$ cat src/rtl/ising_weight_loader.sv
// ising_weight_loader: streams pair weights into the packed matrix weight bus
// and sequences the matrix's active-low oscillator reset (load, settle, run).
module ising_weight_loader #(
  parameter  int N             = 3,
  parameter  int NUM_WEIGHTS   = 5,
  parameter  int SETTLE_CYCLES = 16,
  parameter  int RUN_W         = 16,
  localparam int W             = $clog2(NUM_WEIGHTS),
  localparam int IW            = (N > 2) ? $clog2(N) : 1,
  localparam int P             = N * (N - 1) / 2,
  localparam int WB            = W * P
) (
  input  logic              clk,
  input  logic              rst,
  input  logic              start,
  input  logic              abort,
  input  logic [RUN_W-1:0]  run_cycles,
  input  logic              wr_valid,
  input  logic [W-1:0]      wr_data,
  output logic              wr_ready,
  output logic [IW-1:0]     cur_i,
  output logic [IW-1:0]     cur_j,
  output logic [WB-1:0]     weights,
  output logic              core_rstn,
  output logic              busy,
  output logic              run_done,
  output logic              err
);

  localparam int KW = (P > 1) ? $clog2(P) : 1;
  localparam int SW = (SETTLE_CYCLES > 1) ? $clog2(SETTLE_CYCLES) : 1;

  typedef enum logic [1:0] {IDLE, LOAD, SETTLE, RUN} state_t;

  state_t            state_q;
  logic [IW-1:0]     i_q, j_q;
  logic [KW-1:0]     k_q;
  logic [WB-1:0]     weights_q;
  logic [SW-1:0]     settle_cnt_q;
  logic [RUN_W-1:0]  run_len_q, run_cnt_q;
  logic              wr_ready_q, core_rstn_q, busy_q, run_done_q, err_q;

  logic              oor_d;
  logic [W-1:0]      field_d;
  logic              beat_d;

  // Clamp out-of-range weight codes to the largest legal code.
  always_comb begin
    oor_d   = (int'(wr_data) >= NUM_WEIGHTS);
    field_d = oor_d ? W'(NUM_WEIGHTS - 1) : wr_data;
    beat_d  = wr_valid && wr_ready_q;
  end

  // Load/settle/run sequencer with registered outputs.
  always_ff @(posedge clk) begin
    if (rst) begin
      state_q      <= IDLE;
      i_q          <= '0;
      j_q          <= IW'(1);
      k_q          <= '0;
      weights_q    <= '0;
      settle_cnt_q <= '0;
      run_len_q    <= '0;
      run_cnt_q    <= '0;
      wr_ready_q   <= 1'b0;
      core_rstn_q  <= 1'b0;
      busy_q       <= 1'b0;
      run_done_q   <= 1'b0;
      err_q        <= 1'b0;
    end else begin
      run_done_q <= 1'b0;
      if (abort) begin
        state_q     <= IDLE;
        wr_ready_q  <= 1'b0;
        core_rstn_q <= 1'b0;
        busy_q      <= 1'b0;
      end else begin
        unique case (state_q)
          IDLE: begin
            if (start) begin
              state_q    <= LOAD;
              run_len_q  <= run_cycles;
              i_q        <= '0;
              j_q        <= IW'(1);
              k_q        <= '0;
              err_q      <= 1'b0;
              wr_ready_q <= 1'b1;
              busy_q     <= 1'b1;
            end
          end
          LOAD: begin
            if (beat_d) begin
              for (int unsigned f = 0; f < P; f++) begin
                if (KW'(f) == k_q) weights_q[f*W +: W] <= field_d;
              end
              if (oor_d) err_q <= 1'b1;
              if (k_q == KW'(P - 1)) begin
                // Pair counter parks at (0,1) once the matrix is fully loaded.
                state_q      <= SETTLE;
                wr_ready_q   <= 1'b0;
                settle_cnt_q <= SW'(SETTLE_CYCLES - 1);
                i_q          <= '0;
                j_q          <= IW'(1);
                k_q          <= '0;
              end else begin
                k_q <= k_q + KW'(1);
                if (j_q == IW'(N - 1)) begin
                  i_q <= i_q + IW'(1);
                  j_q <= i_q + IW'(2);
                end else begin
                  j_q <= j_q + IW'(1);
                end
              end
            end
          end
          SETTLE: begin
            if (settle_cnt_q == '0) begin
              state_q     <= RUN;
              core_rstn_q <= 1'b1;
              run_cnt_q   <= run_len_q - RUN_W'(1);
            end else begin
              settle_cnt_q <= settle_cnt_q - SW'(1);
            end
          end
          RUN: begin
            // A zero run length means free-running until abort.
            if (run_len_q != '0) begin
              if (run_cnt_q == '0) begin
                state_q     <= IDLE;
                core_rstn_q <= 1'b0;
                busy_q      <= 1'b0;
                run_done_q  <= 1'b1;
              end else begin
                run_cnt_q <= run_cnt_q - RUN_W'(1);
              end
            end
          end
          default: state_q <= IDLE;
        endcase
      end
    end
  end

  assign wr_ready  = wr_ready_q;
  assign cur_i     = i_q;
  assign cur_j     = j_q;
  assign weights   = weights_q;
  assign core_rstn = core_rstn_q;
  assign busy      = busy_q;
  assign run_done  = run_done_q;
  assign err       = err_q;

endmodule

$ cat config.mk
export PLATFORM = sky130hd
export DESIGN_NAME = ising_weight_loader
export DESIGN_NICKNAME = d
export VERILOG_FILES = /design/src/rtl/ising_weight_loader.sv
export SDC_FILE = /design/constraint.sdc
export NUM_CORES = 1
export LEC_CHECK = 0
export ABC_AREA = 1
export CORE_ASPECT_RATIO = 1.5
export CORE_MARGIN = 4
export CORE_UTILIZATION = 35
export DETAILED_ROUTE_END_ITERATION = 8
export HOLD_SLACK_MARGIN = 0.08
export RECOVER_POWER = 25
export REMOVE_ABC_BUFFERS = 1
export SLEW_MARGIN = 20
export SYNTH_ARGS = -nofsm -noshare
export SYNTH_HDL_FRONTEND = slang
export SYNTH_SLANG_ARGS = --single-unit
$ cat constraint.sdc
create_clock -name clk -period 2.4 [get_ports clk]
set_input_delay 0.6 -clock clk [delete_from_list [all_inputs] [get_ports clk]]
set_output_delay 0.6 -clock clk [all_outputs]
set_load 0.05 [all_outputs]
* Yosys cells after proc, flatten, opt, wreduce, memory -nomap -nowiden
Cells that the tools add are included.
** Word-level totals
- Output and inout port bits :: 18
- Flip-flop bits (word level) :: 58
- Logic and storage cells :: 110
** Operators by class
- Eq/ne operators :: 17
- Reductions and logical operators :: 25
- $lt $le $gt $ge :: 1
- Mux-type cells :: 42
- Bitwise logic cells :: 3
- Add/sub/neg operators :: 7
** Operators with widths (count)
- $mux W16 :: 3
- $pmux W16 S2 :: 1
- $sub A16 B1 Y16 const B :: 2
- $mux W2 :: 15
- $reduce_and A4 Y1 :: 7
- $reduce_and A5 Y1 :: 4
- $ne A2 B2 Y1 const B :: 9
- $logic_not A16 Y1 :: 1
- $reduce_bool A16 Y1 :: 1
- $mux W4 :: 3
- $pmux W2 S2 :: 3
- $mux W1 :: 10
- $eq A2 B2 Y1 const B :: 4
- $pmux W1 S2 :: 4
- $pmux W2 S4 :: 1
- $pmux W4 S2 :: 1
- $reduce_bool A2 Y1 :: 4
- $add A2 B1 Y2 const B :: 3
- $reduce_and A6 Y1 :: 1
- $logic_not A2 Y1 :: 2
- $logic_not A4 Y1 :: 1
- $reduce_or A4 Y1 :: 1
- $sub A4 B1 Y4 const B :: 1
- $ge A3 B3 Y1 const B :: 1
- other kinds (10) :: 12

* Longest topological paths before layout
Gate-level depths: netlist of the first run.
- Word-level depth :: 5
- Gate-level depth with buffers :: 15

* Worst setup path after synthesis of the first run
Ideal clock, no wire load.
- Kind :: register to register
- Start :: reg state_q[0]
- End :: reg run_cnt_q[4]
- Library setup time :: 0.113 ns
- Stages on the path, launching flop included :: 14
- Arrival time :: 1.664 ns
- Setup slack :: 0.623 ns
- Period minus slack after synthesis :: 1.777 ns
- Cells stage by stage :: dfxtp_1 -> ha_1 -> buf_6 -> inv_6 -> buf_8 -> nand2_1 -> nand2_2 -> ha_1 -> inv_1 -> nor2_4 -> xor2_1 -> nand2_1 -> nand2_1 -> nor2_1
** On the way
- Word-level cells in the longest chain between the ends :: 3
- Elaborated cells on any way between the ends :: 8
- Those cells by class :: eq/ne: 5; mux: 1; reduce/logical: 2
** RTL lines
- start: declaration :: line 35 : state_t state_q;
- start signal: assignment :: line 57 : state_q <= IDLE;
- start signal: assignment :: line 73 : state_q <= IDLE;
- start signal: assignment :: line 81 : state_q <= LOAD;
- $eq A2 B2 Y1 :: line 78 : unique case (state_q)
- $ne A2 B2 Y1 (no source line) or $reduce_bool A2 Y1 (tied branches)
- $reduce_and A5 Y1 (no source line)
- end signal: assignment :: line 120 : run_cnt_q <= run_len_q - RUN_W'(1);
- end signal: assignment :: line 134 : run_cnt_q <= run_cnt_q - RUN_W'(1);
- end: declaration :: line 40 : logic [RUN_W-1:0] run_len_q, run_cnt_q;
Parallel ways exist; a longest one is shown, timed or not.
A chain may end at the register's enable or synchronous reset.

* Final worst setup path of the first run
- Start :: reg j_q[0] (netlist: cur_j[0])
- End :: out cur_j[0]
** RTL lines
- start: declaration :: line 36 : logic [IW-1:0] i_q, j_q;
- start signal: assignment :: line 109 : j_q <= i_q + IW'(2);
- start signal: assignment :: line 111 : j_q <= j_q + IW'(1);
- end: declaration :: line 22 : output logic [IW-1:0] cur_j,
No word-level cell between the ends.

==> metrics.md, run 1 <==
| Metric | Value |
|---|---|
| Clk_skew | `10.8 ps` |
| Worst-path cell chain | `clkdlybuf4s50_1` |
| Critical Path Source Type | `register` |
| Ports | `42` |
| Placement row count | `43` |
| Synth warnings | `0` |
| Worst slew margin | `48.3%` |
| Finished Layout Cells | `714` |
| Post-CTS setup buffers | `0` |
| Critical Path RT | `1800 ps` |
| Post-synth EDFFs | `0` |
| Cell count after synthesis | `552` |
| Post-Route Setup TNS | `0 ps` |
| #FFs+latches synth | `58` |
| Clk_lat worst skew | `330 ps` |
| Initial antenna violation count | `0` |
| H-tree depth | `3` |
| Class of the worst hold path | `reg -> reg` |
| Post-cts resize count | `0` |
| Width of the die | `88.4 um` |
| Die ar. | `11400 um^2` |
| Worst EP arrival | `1570 ps` |
| Vias after detailed routing | `3446` |
| Critical path peak fanout | `5` |
| Slew @ Worst Pin | `775 ps` |
| Post-synthesis cell type count | `33` |
| Post-layout instance area | `4180 um^2` |
| Final Max Tran Viols | `0` |
| Hold WS | `463 ps` |
| Global Route Usage Sum | `16.8%` |
| Total CTS buffers | `9` |
| Fraction of layout cells with a size suffix above 1 | `8.31%` |
| Root buf cell | `clkbuf_16` |
| Detailed placement HPWL | `6.77 mm` |
| DR iter-0 viols | `167` |
| Avg Cell Area, Syn | `6.14 um^2` |
| Largest net degree at the start of global routing | `43` |
| Pleak | `1.89 nW` |
| F_max | `0.460 GHz` |
| CP peak stage delay | `840 ps` |
| Synth Cell Area | `3390 um^2` |
| Synth-to-Final Area Change | `23.2%` |
| Final #Nets | `627` |
| Core area | `9360 um^2` |
| CP Capture Type | `primary output` |
| Worst setup path category | `reg -> out` |
| PwrDens | `712 nW/um^2` |
| Sequential share of the synthesized area | `34.2%` |
| Maximum VDD drop | `0.000378 V` |
| Post-synth ARST share | `0%` |
| PortBufs | `41` |
| DR DRC count | `0` |
| Fin. Hold Viols | `0` |
| Top delay family on crit path | `buffers and inverters` |
| Final period util | `90.5%` |
| Clock Path Buffers | `2` |
| Detailed Routing Iterations Pass 1 | `4` |
| Endpoints failing setup | `0` |
| Worst path buffer plus inverter count | `1` |
| RSZ-0062 raised after global routing | `no` |
| Status | `completed` |
| Average wire per standard cell | `12.5 um` |
| CTS tree | `built` |
| Synth Flop Type | `dfxtp_1` |
| DR vias/cell | `4.83` |
| Max_cap viols | `0` |
| GP Congestion | `0.847` |
| First-pass GRT wire length | `14.9 mm` |
| Number of global-route vias before repair | `3331` |
| Synth top area share | `34.2%` |
| GR Overflow Total | `0` |
| CP max-delay cell | `clkdlybuf4s50_1` |
| Final wirelength | `8.93 mm` |
| Post-Place Cells | `698` |
| Placed Area | `3910 um^2` |
| Initial core utilization | `36.2%` |
| CTS sink count | `58` |
| # hold bufs at CTS | `0` |
| Reg clk slew, reported paths | `50 ps` |
| N_diodes | `0` |
| DRT antenna net count | `0` |
| Synth area leaders | `dfxtp_1 34%, nand2_1 18%, nor2_1 11%, inv_1 6.4%, o21ai_0 5.2%` |
| Min Tclk post-route | `2170 ps` |
| Chip height | `129 um` |
| Synth area leader | `dfxtp_1` |
-- final cells by class --
type                    count  area [um^2]
clock buffers              10          239
clock inverters             6         42.5
fillers                  1021         5180
inverters                  63          241
multi-input cells         416         1890
flip-flops and latches     58         1160
well taps                 112          140
repair buffers             49          463
-- synthesized netlist by cell type (6+ instances only) --
cell type,instances
dfxtp_1,58
a21oi_1,31
nand3_1,24
nor2_1,103
ha_1,6
nand2_1,164
nor2_2,8
clkbuf_1,6
o21ai_0,35
o21ai_1,7
inv_1,58
nand2_2,12
-- power by group --
| group | switching [mW] | total (mW) | internal, mW |
|---|---|---|---|
| combinational | 0.453 | 0.711 | 0.258 |
| clock | 0.462 | 1.19 | 0.724 |
| sequential | 0.0498 | 1.08 | 1.03 |
| total | 0.965 | 2.97 | 2.01 |
-- registers in the layout, indices dropped and copies added, names as in the netlist, 2 cells and up --
name,flops
run_len_q,16
weights,9
cur_j,2
k_q,2
settle_cnt_q,4
run_cnt_q,16
cur_i,2
state_q,2
-- worst paths after layout --
kind,startpoint,slack (ps),end,cells past startpoint
worst max register to register,state_q[0]$_SDFFE_PP0P_,240,run_cnt_q[15]$_SDFFE_PP0P_,12
worst min register to register,core_rstn$_SDFFE_PP0P_,460,core_rstn$_SDFFE_PP0P_,2
worst max-delay path,cur_j[0]$_SDFFE_PP1P_,230,cur_j[0],1
worst min-delay path,core_rstn$_SDFFE_PP0P_,460,core_rstn$_SDFFE_PP0P_,2
-- layout by cell type, fill, tap and decap left out, types with 2 or more instances in the layout --
cell | synthesis | layout
nand2_1 | 164 | 164
nor2_1 | 103 | 103
inv_1 | 58 | 59
dfxtp_1 | 58 | 58
clkdlybuf4s50_1 | 0 | 39
o21ai_0 | 35 | 35
a21oi_1 | 31 | 31
nand3_1 | 24 | 24
nand2_2 | 12 | 12
clkbuf_16 | 0 | 9
nor2_2 | 8 | 8
o21ai_1 | 7 | 7
ha_1 | 6 | 6
buf_4 | 1 | 6
o21bai_1 | 4 | 4
xor2_1 | 4 | 4
nor3_1 | 3 | 3
nand3b_1 | 3 | 3
nand3_2 | 2 | 2
inv_2 | 3 | 2
a211oi_1 | 2 | 2
nand4_1 | 2 | 2
clkinv_2 | 0 | 2
clkinvlp_4 | 0 | 2
clkinv_4 | 0 | 2
dlygate4sd3_1 | 0 | 2
clkbuf_1 | 6 | 2
-- metal layers --
metal  wire length, um  up-vias  track usage (%)
met3               332       17             3.27
met4               252        0             7.74
li1                  -     1809                -
met1              3710     1549             18.2
met2              4640       71             30.5
met5                 0        -                0
-- stage by stage --
| step | power (mW) | setup slack, ps | util [%] |
|---|---|---|---|
| after floorplan | 1.60 | -149 | - |
| after global placement | 1.81 | 277 | 41.7 |
| after detailed placement | 1.81 | 226 | 41.7 |
| after CTS | 3.01 | 214 | 44.7 |
| after global routing | 3.15 | 50.6 | 44.6 |
| final | 2.97 | 228 | 44.6 |
-- kinds of logic after synthesis --
kind of cell / Yosys count / synth area share [%]
buffers and inverters: 78 / 10.0
and+or+nand+nor: 324 / 39.7
AOI/OAI and AO/OA: 81 / 12.6
DFF: 58 / 34.2
xor gates and xnor gates: 5 / 1.29
adders and majority gates: 6 / 2.21
Power figures use the tool's default switching activity.
==> run 2: changes to the inputs <==
--- a/config.mk
+++ b/config.mk
@@ -5,7 +5,6 @@
 export SDC_FILE = /design/constraint.sdc
 export NUM_CORES = 1
 export LEC_CHECK = 0
-export ABC_AREA = 1
 export CORE_ASPECT_RATIO = 1.5
 export CORE_MARGIN = 4
 export CORE_UTILIZATION = 35
==> metrics.md, run 2 <==
| Metric | Value |
|---|---|
| Status | `finished with violations` |
| Failing checks | `negative setup slack` |
| DRT antenna net count | `0` |
| DR vias/cell | `5.46` |
| Most frequent cells in the layout | `68 x buf_4, 61 x nand2_1, 56 x dfxtp_1` |
| N_diodes | `0` |
| Final wirelength | `10.5 mm` |
| Cell count after synthesis | `420` |
| Commonest non-fill, non-tap cell in the layout | `buf_4` |
| Worst path most repeated cell | `or4b_4` |
| Synth Cell Area | `3220 um^2` |
| Layout fillers | `869` |
| Global Route Usage Sum | `19.6%` |
| Post-synth ARST share | `0%` |
| Clock Path Buffers | `2` |
| Worst EP arrival | `2820 ps` |
| Final #Nets | `555` |
| Max_cap viols | `0` |
| PwrDens | `626 nW/um^2` |
| Reg clk slew, reported paths | `50 ps` |
| GP Congestion | `0.914` |
| Synth Flop Type | `dfxtp_1` |
| Ports | `42` |
| Pleak | `1.76 nW` |
| Post-synth top cells | `61 x nand2_1, 58 x dfxtp_1, 52 x a21oi_1` |
| DR iter-0 viols | `255` |
| Most utilized layer in the global route result | `met2` |
| Initial antenna violation count | `0` |
| Top-count cell post-synth | `nand2_1` |
| Fin. Hold Viols | `0` |
| Grt met2 use | `35.8%` |
| Detailed placement HPWL | `7.73 mm` |
| Synth area leaders | `dfxtp_1 36%, a21oi_1 8.1%, nand2_1 7.1%, nor2_1 4.9%, mux2i_1 4.7%` |
| Post-synth EDFFs | `0` |
| Worst slew margin | `57.0%` |
| PortBufs | `41` |
| Synth top area share | `36.0%` |
| CTS tree | `built` |
| Largest net degree at the start of global routing | `35` |
| Endpoints failing setup | `2` |
| Initial core utilization | `36.1%` |
| Multi-input logic area | `2080 um^2` |
| WHS Endpoint | `settle_cnt_q[1]$_SDFFE_PP0P_` |
| Setup ws final | `-180 ps` |
| Clk_lat worst skew | `330 ps` |
| Net Sw Frac | `25.2%` |
| RSZ-0062 raised after global routing | `yes` |
| Hold path cells | `2` |
| Sequential share of the synthesized area | `36.0%` |
| Register area | `1160 um^2` |
| Routing usage on met3 | `3.88%` |
| F_max | `0.388 GHz` |
| Worst setup path start | `state_q[1]$_SDFFE_PP0P_` |
| RR Startpoint | `state_q[1]$_SDFFE_PP0P_` |
| Die ar. | `10800 um^2` |
| Clk_skew | `10.9 ps` |
| Root buf cell | `clkbuf_16` |
| Critical path peak fanout | `7` |
| #FFs+latches synth | `58` |
| Fraction of layout cells with a size suffix above 1 | `23.6%` |
| Top delay family on crit path | `simple AND/OR/NAND/NOR gates` |
| Class of the worst hold path | `reg -> reg` |
| Number of global-route vias before repair | `3495` |
| Placement row count | `42` |
| First-pass GRT wire length | `17.0 mm` |
| RR Endpoint | `run_cnt_q[13]$_SDFFE_PP0P_` |
| H-tree depth | `3` |
| Width of the die | `86.4 um` |
| Final period util | `108%` |
| GR Overflow Total | `0` |
| Synth area leader | `dfxtp_1` |
| Overall Power | `2.98 mW` |
| Worst path buffer plus inverter count | `1` |
| Synth warnings | `0` |
| Critical Path RT | `2640 ps` |
| P_int | `2.23 mW` |
| Final Max Tran Viols | `0` |
| Vias after detailed routing | `3491` |
| Worst R2R Setup Slack | `-180 ps` |
| Worst-path cell chain | `ha_4, or4b_4, a222oi_1, buf_4, or4b_4, nor4b_4, a211oi_2, a21oi_1` |
| # hold bufs at CTS | `0` |
| Min Tclk post-route | `2580 ps` |
| Chip height | `126 um` |
| CP Capture Type | `register` |
| Detailed Routing Iterations Pass 1 | `5` |
| CTS sink count | `58` |
| FF-to-FF path depth | `8` |
| Hold_sp | `settle_cnt_q[1]$_SDFFE_PP0P_` |
| Critical Path Source Type | `register` |
| Sequential power share | `34.2%` |
| Post-Route Setup TNS | `-213 ps` |
| Slew @ Worst Pin | `646 ps` |
| CP peak stage delay | `500 ps` |
| NetSw | `749 uW` |
| Clock share of power | `47.3%` |
| Core area | `8930 um^2` |
| Avg Cell Area, Syn | `7.68 um^2` |
| CP max-delay cell | `or4b_4` |
| Worst setup path category | `reg -> reg` |
| Post-synthesis cell type count | `54` |
| DR DRC count | `0` |
| Logic gate share of total power | `18.5%` |
| Routing usage on met1 | `21.8%` |
| Maximum VDD drop | `0.000410 V` |
| Average wire per standard cell | `16.4 um` |
| Synth-to-Final Area Change | `47.3%` |
| Total CTS buffers | `9` |
-- run 2: final cells by class --
| type | instances | share of cell area (%) |
|---|---|---|
| Multi-Input combinational cell | 327 | 43.8 |
| Sequential cell | 58 | 24.5 |
| Timing Repair Buffer | 116 | 20.9 |
| Clock buffer | 11 | 5.32 |
| Tap cell | 110 | 2.90 |
| Clock inverter | 4 | 1.58 |
| Inverter | 13 | 1.03 |
-- run 2: worst max-delay path by stage --
stage,to,slack (ps),cells past startpoint
after CTS,run_cnt_q[13]$_SDFFE_PP0P_,-140,8
after floorplan,run_cnt_q[13]$_SDFFE_PP0P_,-1110,7
after global placement,run_cnt_q[13]$_SDFFE_PP0P_,-320,8
after global routing,run_cnt_q[13]$_SDFFE_PP0P_,-260,8
final,run_cnt_q[13]$_SDFFE_PP0P_,-180,8
after detailed placement,run_cnt_q[13]$_SDFFE_PP0P_,-380,8
-- run 2: power by group through the flow --
stage          registers, mW  clock network, mW  logic, mW
2_1_floorplan           1.05                  0      0.228
3_3_place_gp            1.03                  0      0.496
3_5_place_dp            1.03                  0      0.504
4_1_cts                 1.02               1.42      0.524
5_1_grt                 1.02               1.47      0.597
6_report                1.02               1.41      0.552
-- run 2: worst min-delay path: stages (launching register included) --
cell and delay [ps]:
dfxtp_1 310, inv_1 70, a21oi_1 60
-- run 2: cells by family (layout without fill, tap and decap cells) --
logic type | count (synthesis) | count (layout) | share of synthesized area [%]
XOR/XNOR | 3 | 3 | 0.815
AND/OR/NAND/NOR | 195 | 195 | 31.2
adder cells (fa/ha/maj) | 6 | 6 | 2.33
flip-flops | 58 | 58 | 36.0
buffers and inverters | 35 | 144 | 4.15
AO/OA/AOI/OAI | 107 | 107 | 20.5
multiplexers | 16 | 16 | 5.01
-- run 2: repair_timing --
item | CTS | global route
pin swaps | 8 | 8
setup buffers | 3 | 1
gates resized for setup | 13 | 21
cloned | 0 | 0
endpoints found under the setup margin | 8 | 10
-- run 2: stage by stage --
step                      std cells  instance area [um^2]  hold slack, ps  util [%]  setup WS (ps)
final                           639                  4750             485      53.2           -180
after global routing            639                  4750             507      53.2           -264
after CTS                       638                  4650             483      52.0           -139
after detailed placement        620                  4240             476      47.5           -381
after global placement          620                  4240             456      47.5           -323
after floorplan                 398                  3140             437         -          -1110
-- run 2: layer usage --
layer  vias up  wire, um
met5         -         0
met4         0       205
met3        20       420
met2        93      5790
met1      1653      4090
li1       1725         -
==> run 3: changes to the inputs <==
--- a/config.mk
+++ b/config.mk
@@ -12,7 +12,7 @@
 export HOLD_SLACK_MARGIN = 0.08
 export RECOVER_POWER = 25
 export REMOVE_ABC_BUFFERS = 1
-export SLEW_MARGIN = 20
+export SLEW_MARGIN = 0
 export SYNTH_ARGS = -nofsm -noshare
 export SYNTH_HDL_FRONTEND = slang
 export SYNTH_SLANG_ARGS = --single-unit
==> results of run 3 <==
No change in the layout: final DEF, timing and power equal those of run 2.
